## src/rtl/plumbing_pkg.sv

```systemverilog
`default_nettype none
// +----------------------------------------------------------------------+
// | plumbing_pkg : arbiter state encoding, requester ids, pick function  |
// | Revision     : 1.0                                                   |
// +----------------------------------------------------------------------+
package plumbing_pkg;

    typedef enum logic [1:0] {
        ARB_IDLE  = 2'd0,
        ARB_OWN_A = 2'd1,
        ARB_OWN_B = 2'd2
    } arb_state_e;

    localparam logic REQ_A = 1'b0;
    localparam logic REQ_B = 1'b1;

    // A lone requester always wins; a tie goes to whoever holds priority.
    function automatic arb_state_e arb_pick(input logic a_v, input logic b_v, input logic prio);
        arb_state_e res;
        res = ARB_IDLE;
        if (a_v && !b_v) begin
            res = ARB_OWN_A;
        end else if (b_v && !a_v) begin
            res = ARB_OWN_B;
        end else if (a_v && b_v) begin
            res = (prio == REQ_B) ? ARB_OWN_B : ARB_OWN_A;
        end
        return res;
    endfunction

endpackage
`default_nettype wire

```

## src/rtl/selector_arbiter_selector.sv

```systemverilog
`default_nettype none
// +----------------------------------------------------------------------+
// | selector : two-input WIDTH-bit mux, i_a when i_s=0, i_b when i_s=1   |
// | Revision : 1.0                                                       |
// +----------------------------------------------------------------------+
module selector #(
    parameter int WIDTH = 9
) (
    input  logic [WIDTH-1:0] i_a,
    input  logic [WIDTH-1:0] i_b,
    input  logic             i_s,
    output logic [WIDTH-1:0] o_y
);

    assign o_y = i_s ? i_b : i_a;

endmodule
`default_nettype wire

```

## src/rtl/selector_arbiter.sv

```systemverilog
`default_nettype none
// +----------------------------------------------------------------------+
// | selector_arbiter : per-packet round-robin arbiter, two valid/ready   |
// | producers onto one consumer, optional burst cap.  Revision : 1.0     |
// +----------------------------------------------------------------------+
module selector_arbiter
    import plumbing_pkg::*;
#(
    parameter int BUS_WIDTH = 8,
    parameter int MAX_BURST = 0,
    parameter int CNT_WIDTH = 8
) (
    input  logic                 i_clk,
    input  logic                 i_rst,
    input  logic                 i_a_valid,
    input  logic [BUS_WIDTH-1:0] i_a_data,
    input  logic                 i_a_last,
    output logic                 o_a_ready,
    input  logic                 i_b_valid,
    input  logic [BUS_WIDTH-1:0] i_b_data,
    input  logic                 i_b_last,
    output logic                 o_b_ready,
    output logic                 o_valid,
    output logic [BUS_WIDTH-1:0] o_data,
    output logic                 o_last,
    input  logic                 i_ready,
    output logic                 o_sel,
    output logic                 o_busy,
    output logic                 o_cut
);

    localparam logic [CNT_WIDTH-1:0] CNT_MAX   = '1;
    localparam logic [CNT_WIDTH:0]   CAP_LIMIT = (CNT_WIDTH+1)'(MAX_BURST);
    localparam logic [CNT_WIDTH:0]   CNT_ONE   = (CNT_WIDTH+1)'(1);

    arb_state_e           state_q, state_d;
    logic                 sel_q, sel_d;
    logic                 prio_q, prio_d;
    logic                 cut_q, cut_d;
    logic [CNT_WIDTH-1:0] cnt_q, cnt_d;

    logic [BUS_WIDTH:0]   w_sel_y;
    logic [CNT_WIDTH:0]   w_cnt_inc;
    logic                 w_own_valid;
    logic                 w_a_rdy;
    logic                 w_b_rdy;
    logic                 w_xfer;
    logic                 w_cap_hit;

    selector #(
        .WIDTH (BUS_WIDTH + 1)
    ) u_selector (
        .i_a (({i_a_last, i_a_data})),
        .i_b (({i_b_last, i_b_data})),
        .i_s (sel_q),
        .o_y (w_sel_y)
    );

    assign w_cnt_inc = {1'b0, cnt_q} + CNT_ONE;
    assign w_cap_hit = (MAX_BURST != 0) && (w_cnt_inc == CAP_LIMIT);

    always_comb begin
        state_d     = state_q;
        sel_d       = sel_q;
        prio_d      = prio_q;
        cnt_d       = cnt_q;
        cut_d       = 1'b0;
        w_own_valid = 1'b0;
        w_a_rdy     = 1'b0;
        w_b_rdy     = 1'b0;

        case (state_q)
            ARB_IDLE: begin
                state_d = arb_pick(i_a_valid, i_b_valid, prio_q);
                cnt_d   = '0;
            end
            ARB_OWN_A: begin
                w_own_valid = i_a_valid;
                w_a_rdy     = i_ready;
            end
            ARB_OWN_B: begin
                w_own_valid = i_b_valid;
                w_b_rdy     = i_ready;
            end
            default: state_d = ARB_IDLE;
        endcase

        // sel_q already points at the owner, so the selector's last bit is the owner's last.
        w_xfer = w_own_valid & i_ready;
        if (w_xfer) begin
            if (w_sel_y[BUS_WIDTH] || w_cap_hit) begin
                prio_d  = (state_q == ARB_OWN_A) ? REQ_B : REQ_A;
                state_d = arb_pick(i_a_valid, i_b_valid, prio_d);
                cnt_d   = '0;
                cut_d   = w_cap_hit & ~w_sel_y[BUS_WIDTH];
            end else if (cnt_q != CNT_MAX) begin
                cnt_d = w_cnt_inc[CNT_WIDTH-1:0];
            end
        end

        if (state_d == ARB_OWN_A) begin
            sel_d = REQ_A;
        end else if (state_d == ARB_OWN_B) begin
            sel_d = REQ_B;
        end
    end

    always_ff @(posedge i_clk) begin
        if (i_rst) begin
            state_q <= ARB_IDLE;
            sel_q   <= REQ_A;
            prio_q  <= REQ_A;
            cnt_q   <= '0;
            cut_q   <= 1'b0;
        end else begin
            state_q <= state_d;
            sel_q   <= sel_d;
            prio_q  <= prio_d;
            cnt_q   <= cnt_d;
            cut_q   <= cut_d;
        end
    end

    assign o_valid   = w_own_valid & ~i_rst;
    assign o_a_ready = w_a_rdy & ~i_rst;
    assign o_b_ready = w_b_rdy & ~i_rst;
    assign o_data    = w_sel_y[BUS_WIDTH-1:0];
    assign o_last    = w_sel_y[BUS_WIDTH];
    assign o_sel     = sel_q;
    assign o_busy    = (state_q != ARB_IDLE);
    assign o_cut     = cut_q;

endmodule
`default_nettype wire

```

## config.mk

```make
export PLATFORM = sky130hd
export DESIGN_NAME = selector_arbiter
export DESIGN_NICKNAME = d
export VERILOG_FILES = /design/src/rtl/plumbing_pkg.sv /design/src/rtl/selector_arbiter_selector.sv /design/src/rtl/selector_arbiter.sv
export SDC_FILE = /design/constraint.sdc
export NUM_CORES = 1
export LEC_CHECK = 0
export CORE_MARGIN = 2
export CORE_UTILIZATION = 25
export CTS_CLUSTER_SIZE = 25
export DETAILED_ROUTE_END_ITERATION = 6
export GPL_ROUTABILITY_DRIVEN = 1
export PLACE_DENSITY = 0.67
export SLEW_MARGIN = 0
export SYNTH_ARGS = -nofsm -noshare
export SYNTH_HDL_FRONTEND = slang
export SYNTH_SLANG_ARGS = --single-unit
```

## constraint.sdc

```tcl
create_clock -name i_clk -period 2.3 [get_ports i_clk]
set_input_delay 0.46 -clock i_clk [delete_from_list [all_inputs] [get_ports i_clk]]
set_output_delay 0.46 -clock i_clk [all_outputs]
set_load 0.01 [all_outputs]
```

Word level (Yosys, flattened, before mapping)
Index checks and enable logic that the tools add are counted.
{ "totals": {"register_bits": 4, "latch_bits": 0, "mem_bits_rw": 0, "rom_bits": 0, "in_bits": 23, "out_inout_bits": 15, "wordCells": 38, "mem_count": 0} }
{ "op_classes": {"addsub": 0, "n_mul": 0, "div_mod_pow": 0, "n_lt_le_gt_ge": 0, "eq_ne": 4, "shifts": 0, "mux": 16, "n_bitwise": 5, "reduce_logical": 10} }
{ "ops": {"columns": ["op", "n"], "rows": [
  ["2-to-1 mux 2 bit", 10],
  ["2-to-1 mux 9 bit", 1],
  ["bitwise AND 1 bit", 4],
  ["equality test 2 x 1 -> 1 bit (second input constant)", 2],
  ["equality test 2 bit (second input constant)", 2],
  ["one-hot mux 2 bit (2 select lines)", 1],
  ["OR reduction 2 bit", 2],
  ["logical AND 1 bit", 3],
  ["2-to-1 mux 1 bit", 3],
  ["zero test 1 bit", 2],
  ["zero test 2 bit", 1],
  ["one-hot mux 1 bit (2 select lines)", 1],
  ["AND reduction 2 bit", 1],
  ["nonzero test 2 bit", 1],
  ["NOT 1 bit", 1]
]} }

Depth between registers and ports, before layout
{ "depth": {"depth_word": 10, "depth_mapped": 6, "depth_no_buf": 6} }

By module
From an unflattened synthesis, not the netlist that was laid out.
{ "unflattened": {"cells_unflattened": 47, "area_unflattened_um2": 447.9} }
{ "modules_own_cells": {"columns": ["module", "instances", "cells_each", "area_each_um2", "seq_area_each_um2"], "rows": [
  ["selector_arbiter", 1, 37, 301.5, 80.1],
  ["selector", 1, 10, 146.4, 0.0]
]} }

Worst setup path before layout
OpenSTA, ideal clock, no wires.
{ "synth_path": {"path_type": "register -> output", "startpoint": "reg state_q[0]", "endpoint": "out o_valid", "arrival_time_ps": 990, "required_time_ps": 1840, "setup_slack_ps": 850, "stages_incl_launch_ff": 6, "n_path_buf": 0, "path_cell_list": "dfxtp_1 > inv_1 > ha_1 > a22o_2 > nand2_1 > nor2_1"} }
{ "synth_via": {"elab_chain_cells": 3, "word_cells_on_any_way": 4, "cone_classes": "eq/ne (2); mux (1); bitwise (1)"} }
{ "synth_rtl": {"columns": ["item", "line_no", "rtl"], "rows": [
  ["from (decl)", "selector_arbiter.sv:36", "arb_state_e state_q, state_d;"],
  ["from (signal assigned)", "selector_arbiter.sv:116", "state_q <= state_d;"],
  ["equality test 2 bit / equality test 2 x 1 -> 1 bit (equally long branches)", "selector_arbiter.sv:72", "case (state_q)"],
  ["one-hot mux 1 bit (2 select lines) *", "selector_arbiter.sv:72", null],
  ["bitwise AND 1 bit *", "selector_arbiter.sv:124", "assign o_valid = w_own_valid & ~i_rst;"],
  ["to (decl)", "selector_arbiter.sv:23", "output logic o_valid,"]
]} }
Every way passes the cells marked *; elsewhere a longest branch is shown, timed or not.

Worst setup path in the final report
{ "layout_path": {"startpoint": "reg sel_q, in the netlist o_sel", "endpoint": "out o_data[5]"} }
{ "layout_via": {"elab_chain_cells": 1} }
{ "layout_rtl": {"columns": ["item", "line_no", "rtl"], "rows": [
  ["from (decl)", "selector_arbiter.sv:37", "logic sel_q, sel_d;"],
  ["from (signal assigned)", "selector_arbiter.sv:117", "sel_q <= sel_d;"],
  ["2-to-1 mux 9 bit", "selector_arbiter_selector.sv:15", "assign o_y = i_s ? i_b : i_a;"],
  ["to (decl)", "selector_arbiter.sv:24", "output logic [BUS_WIDTH-1:0] o_data,"]
]} }
No other way between the ends.

==> insert_results.sql <==
INSERT INTO impl_metrics (metric_group, metric, value, unit) VALUES
('status', 'run_status', 'completed', ''),
('critical_path', 'crit_fanout', '11', ''),
('critical_path', 'cp_data_required_time', '1.84', 'ns'),
('critical_path', 'worst-setup-path-type', 'reg -> out', ''),
('critical_path', 'rr_startpoint', 'state_q[0]', ''),
('critical_path', 'setup.reg_to_reg.worst_slack', '0.74', 'ns'),
('clock_tree', 'postCtsSetupRepairBufs', '0', ''),
('hold_path', 'worstHoldEndpoint', 'prio_q', ''),
('synthesis', 'yosys_warnings', '0', ''),
('clock_tree', 'total_cts_buffers', '3', ''),
('synthesis', 'synth-seq-cells', '4', ''),
('routing', 'initialDrtViolationCount', '6', ''),
('synthesis', 'synth_seq_area_share', '18.71', '%'),
('timing', 'finalClockSkew', '0.002580', 'ns'),
('routing', 'avgViaCountPerCell', '4.567', ''),
('synthesis', 'synth.distinct_cells', '24', ''),
('power_and_ir_drop', 'cell_internal_pwr', '0.0002549', 'W'),
('power_and_ir_drop', 'comb_power_share', '51.9', '%'),
('timing', 'timing.fmax', '0.4591', 'GHz'),
('timing', 'final_number_of_max_transition_violations', '0', ''),
('floorplanning', 'die_x', '45.37', 'um'),
('finish', 'final_cell_utilization_of_the_core', '53.45', '%'),
('synthesis', 'post_synth_inst_count', '48', ''),
('synthesis', 'ys_top_cells_by_area', 'sky130_fd_sc_hd__mux2_2 21%, sky130_fd_sc_hd__dfxtp_1 19%, sky130_fd_sc_hd__ha_1 8.8%, sky130_fd_sc_hd__nand4_4 5.0%, sky130_fd_sc_hd__nand2_1 4.4%', ''),
('power_and_ir_drop', 'switching_share', '29.17', '%'),
('finish', 'post_route_cells_drive_above_1_share', '20.45', '%'),
('global_route', 'wire_length_of_the_first_global_routing_pass', '1876', 'um'),
('clock_tree', 'clock_sinks', '4', ''),
('floorplanning', 'core_area', '1559', 'um2'),
('clock_tree', 'clock_tree.buffer_depth', '2', ''),
('routing', 'drc', '0', ''),
('timing', 'grt_setup_unrepaired', 'false', ''),
('place', 'place.port_buffers', '36', ''),
('clock_tree', 'clkLatencyLatePin', '0.23', 'ns'),
('timing', 'final-hold-violation-count', '0', ''),
('clock_tree', 'ctsRootBufferMaster', 'sky130_fd_sc_hd__clkbuf_4', ''),
('critical_path', 'slowest_library_cell_on_the_worst_path', 'sky130_fd_sc_hd__dfxtp_1', ''),
('critical_path', 'r2r.worst_path.cells', '7', ''),
('synthesis', 'total_nets_after_synthesis', '74', ''),
('critical_path', 'cpPeakStageDelay', '0.61', 'ns'),
('finish', 'design.final.nets', '116', ''),
('critical_path', 'crit_arrival', '1.72', 'ns'),
('power_and_ir_drop', 'sequentialPowerShare', '24.7', '%'),
('critical_path', 'r2r_end', 'o_sel', ''),
('timing', 'setup_viol', '0', ''),
('global_route', 'largest_net_degree_at_the_start_of_global_routing', '12', ''),
('floorplanning', 'num_rows', '14', ''),
('routing', 'detail-route-antenna-nets', '0', ''),
('timing', 'final_period_minus_worst_setup_slack', '2.178', 'ns'),
('routing', 'vias', '475', ''),
('hold_path', 'hold_start', 'prio_q', ''),
('global_route', 'grt-ovfl-total', '0', ''),
('routing', 'wl_per_cell', '12.08', 'um'),
('finish', 'layout.cells.most_common_list', '35 x sky130_fd_sc_hd__clkdlybuf4s50_1, 8 x sky130_fd_sc_hd__mux2_2, 5 x sky130_fd_sc_hd__nand2_1', ''),
('place', 'dp.final_hpwl', '1078', 'um'),
('synthesis', 'synth.top_cell.area_share', '21.05', '%'),
('finish', 'layout_commonest_cell', 'sky130_fd_sc_hd__clkdlybuf4s50_1', ''),
('synthesis', 'post_synth.cell_area_avg', '8.915', 'um2'),
('global_route', 'grt.met1_usage', '18.51', '%'),
('floorplanning', 'io-pin-count', '38', ''),
('power_and_ir_drop', 'worst_ir_drop_vdd', '246.7', 'uV'),
('synthesis', 'synth.cell_area', '427.9', 'um2'),
('global_route', 'gr-usage-met3', '2.381', '%'),
('finish', 'non_filler_cells_final', '104', ''),
('finish', 'num_antenna_cells', '0', ''),
('finish', 'final.fill_count', '147', ''),
('critical_path', 'startpoint_type', 'flop', ''),
('global_route', 'grt-busiest-layer', 'met1', ''),
('hold_path', 'hp-class', 'reg -> reg', ''),
('power_and_ir_drop', 'cellPowerDensity', '431.9', 'nW/um2'),
('global_route', 'initial_antenna_violation_count', '0', '');
==> repair_timing <==
action,4_1_cts,5_1_grt
endpoints found under the hold margin,0,0
hold buffers,0,0
gates resized for setup,1,0
endpoints found under the setup margin,1,0
==> worst max-delay path: cells and delay by family (launching register included) <==
kind | cells | cell delay, ns
buf+inv | 1 | 0.49
mux | 1 | 0.39
flops | 1 | 0.61
==> how the worst max path moves through the flow <==
stage	startpoint	depth (start not counted)	end
final	o_sel	2	o_data[5]
after global routing	o_sel	2	o_data[2]
after CTS	o_sel	2	o_data[4]
after detailed placement	i_a_valid	5	o_valid
after global placement	i_a_valid	5	o_valid
after floorplan	state_q[0]	5	o_valid
==> cell type report <==
cell class,count,area [um2],area share [%]
timing repair buffer,39,381.6,45.80
sequential,4,80.08,9.610
tap,16,20.02,2.402
multi-input combinational,39,317.8,38.14
clock buffer,3,22.52,2.703
inverter,3,11.26,1.351
==> routing by layer <==
layer  routed length [um]  up-vias
li1                     -      248
met1                  577      214
met2                  630       13
met3                   49        0
met4                    0        0
met5                    0        -
==> power groups by stage <==
stage | combinational [W] | sequential, W | clock (W)
after floorplan | 0.0000944 | 0.0000832 | 0
after global placement | 0.000187 | 0.0000901 | 0
after detailed placement | 0.000187 | 0.0000907 | 0
after CTS | 0.000188 | 0.0000893 | 0.0000900
after global routing | 0.000201 | 0.0000909 | 0.0000960
final | 0.000187 | 0.0000891 | 0.0000840
==> cells in the mapped netlist <==
master,number
sky130_fd_sc_hd__ha_1,3
sky130_fd_sc_hd__conb_1,1
sky130_fd_sc_hd__nand3_1,2
sky130_fd_sc_hd__mux2i_1,1
sky130_fd_sc_hd__a31oi_1,1
sky130_fd_sc_hd__nand2b_1,1
sky130_fd_sc_hd__a22o_2,1
sky130_fd_sc_hd__nor2_1,2
sky130_fd_sc_hd__nor2b_1,2
sky130_fd_sc_hd__or2_1,1
sky130_fd_sc_hd__mux2_2,8
sky130_fd_sc_hd__a31o_2,1
sky130_fd_sc_hd__and3b_1,2
sky130_fd_sc_hd__a21oi_1,2
sky130_fd_sc_hd__buf_4,1
sky130_fd_sc_hd__mux2_4,1
sky130_fd_sc_hd__dfxtp_1,4
sky130_fd_sc_hd__nand2_1,5
sky130_fd_sc_hd__nand4_4,1
sky130_fd_sc_hd__a21boi_0,1
sky130_fd_sc_hd__o21ai_0,2
sky130_fd_sc_hd__buf_6,1
sky130_fd_sc_hd__inv_1,3
sky130_fd_sc_hd__a311oi_1,1
==> state kept, by name, summed over array words and instances, names as in the netlist <==
| register | flops |
|---|---|
| state_q | 2 |
| prio_q | 1 |
| o_sel | 1 |
==> kinds of logic after synthesis <==
logic type | share of synthesized area [%]
AOI/OAI and AO/OA | 14.33
other | 0.8764
buffers and inverters | 7.018
and+or+nand+nor | 23.40
adders and majority gates | 8.773
muxes | 26.90
DFF | 18.71
==> metrics by stage <==
step                power [W]  cell area (um2)  setup TNS (ns)  hold slack (ns)  setup WS, ns
CTS                 0.0003674            833.3               0           0.5542       0.08907
detailed placement  0.0002781            812.0       -0.009676           0.5491     -0.009676
finish              0.0003599            833.3               0           0.5636        0.1219
global placement    0.0002771            812.0               0           0.5149      0.009629
global route        0.0003876            833.3               0           0.5909       0.05829
floorplan           0.0001777            427.9               0           0.4872        0.8495
No activity file was read; power rests on OpenSTA's default activity.
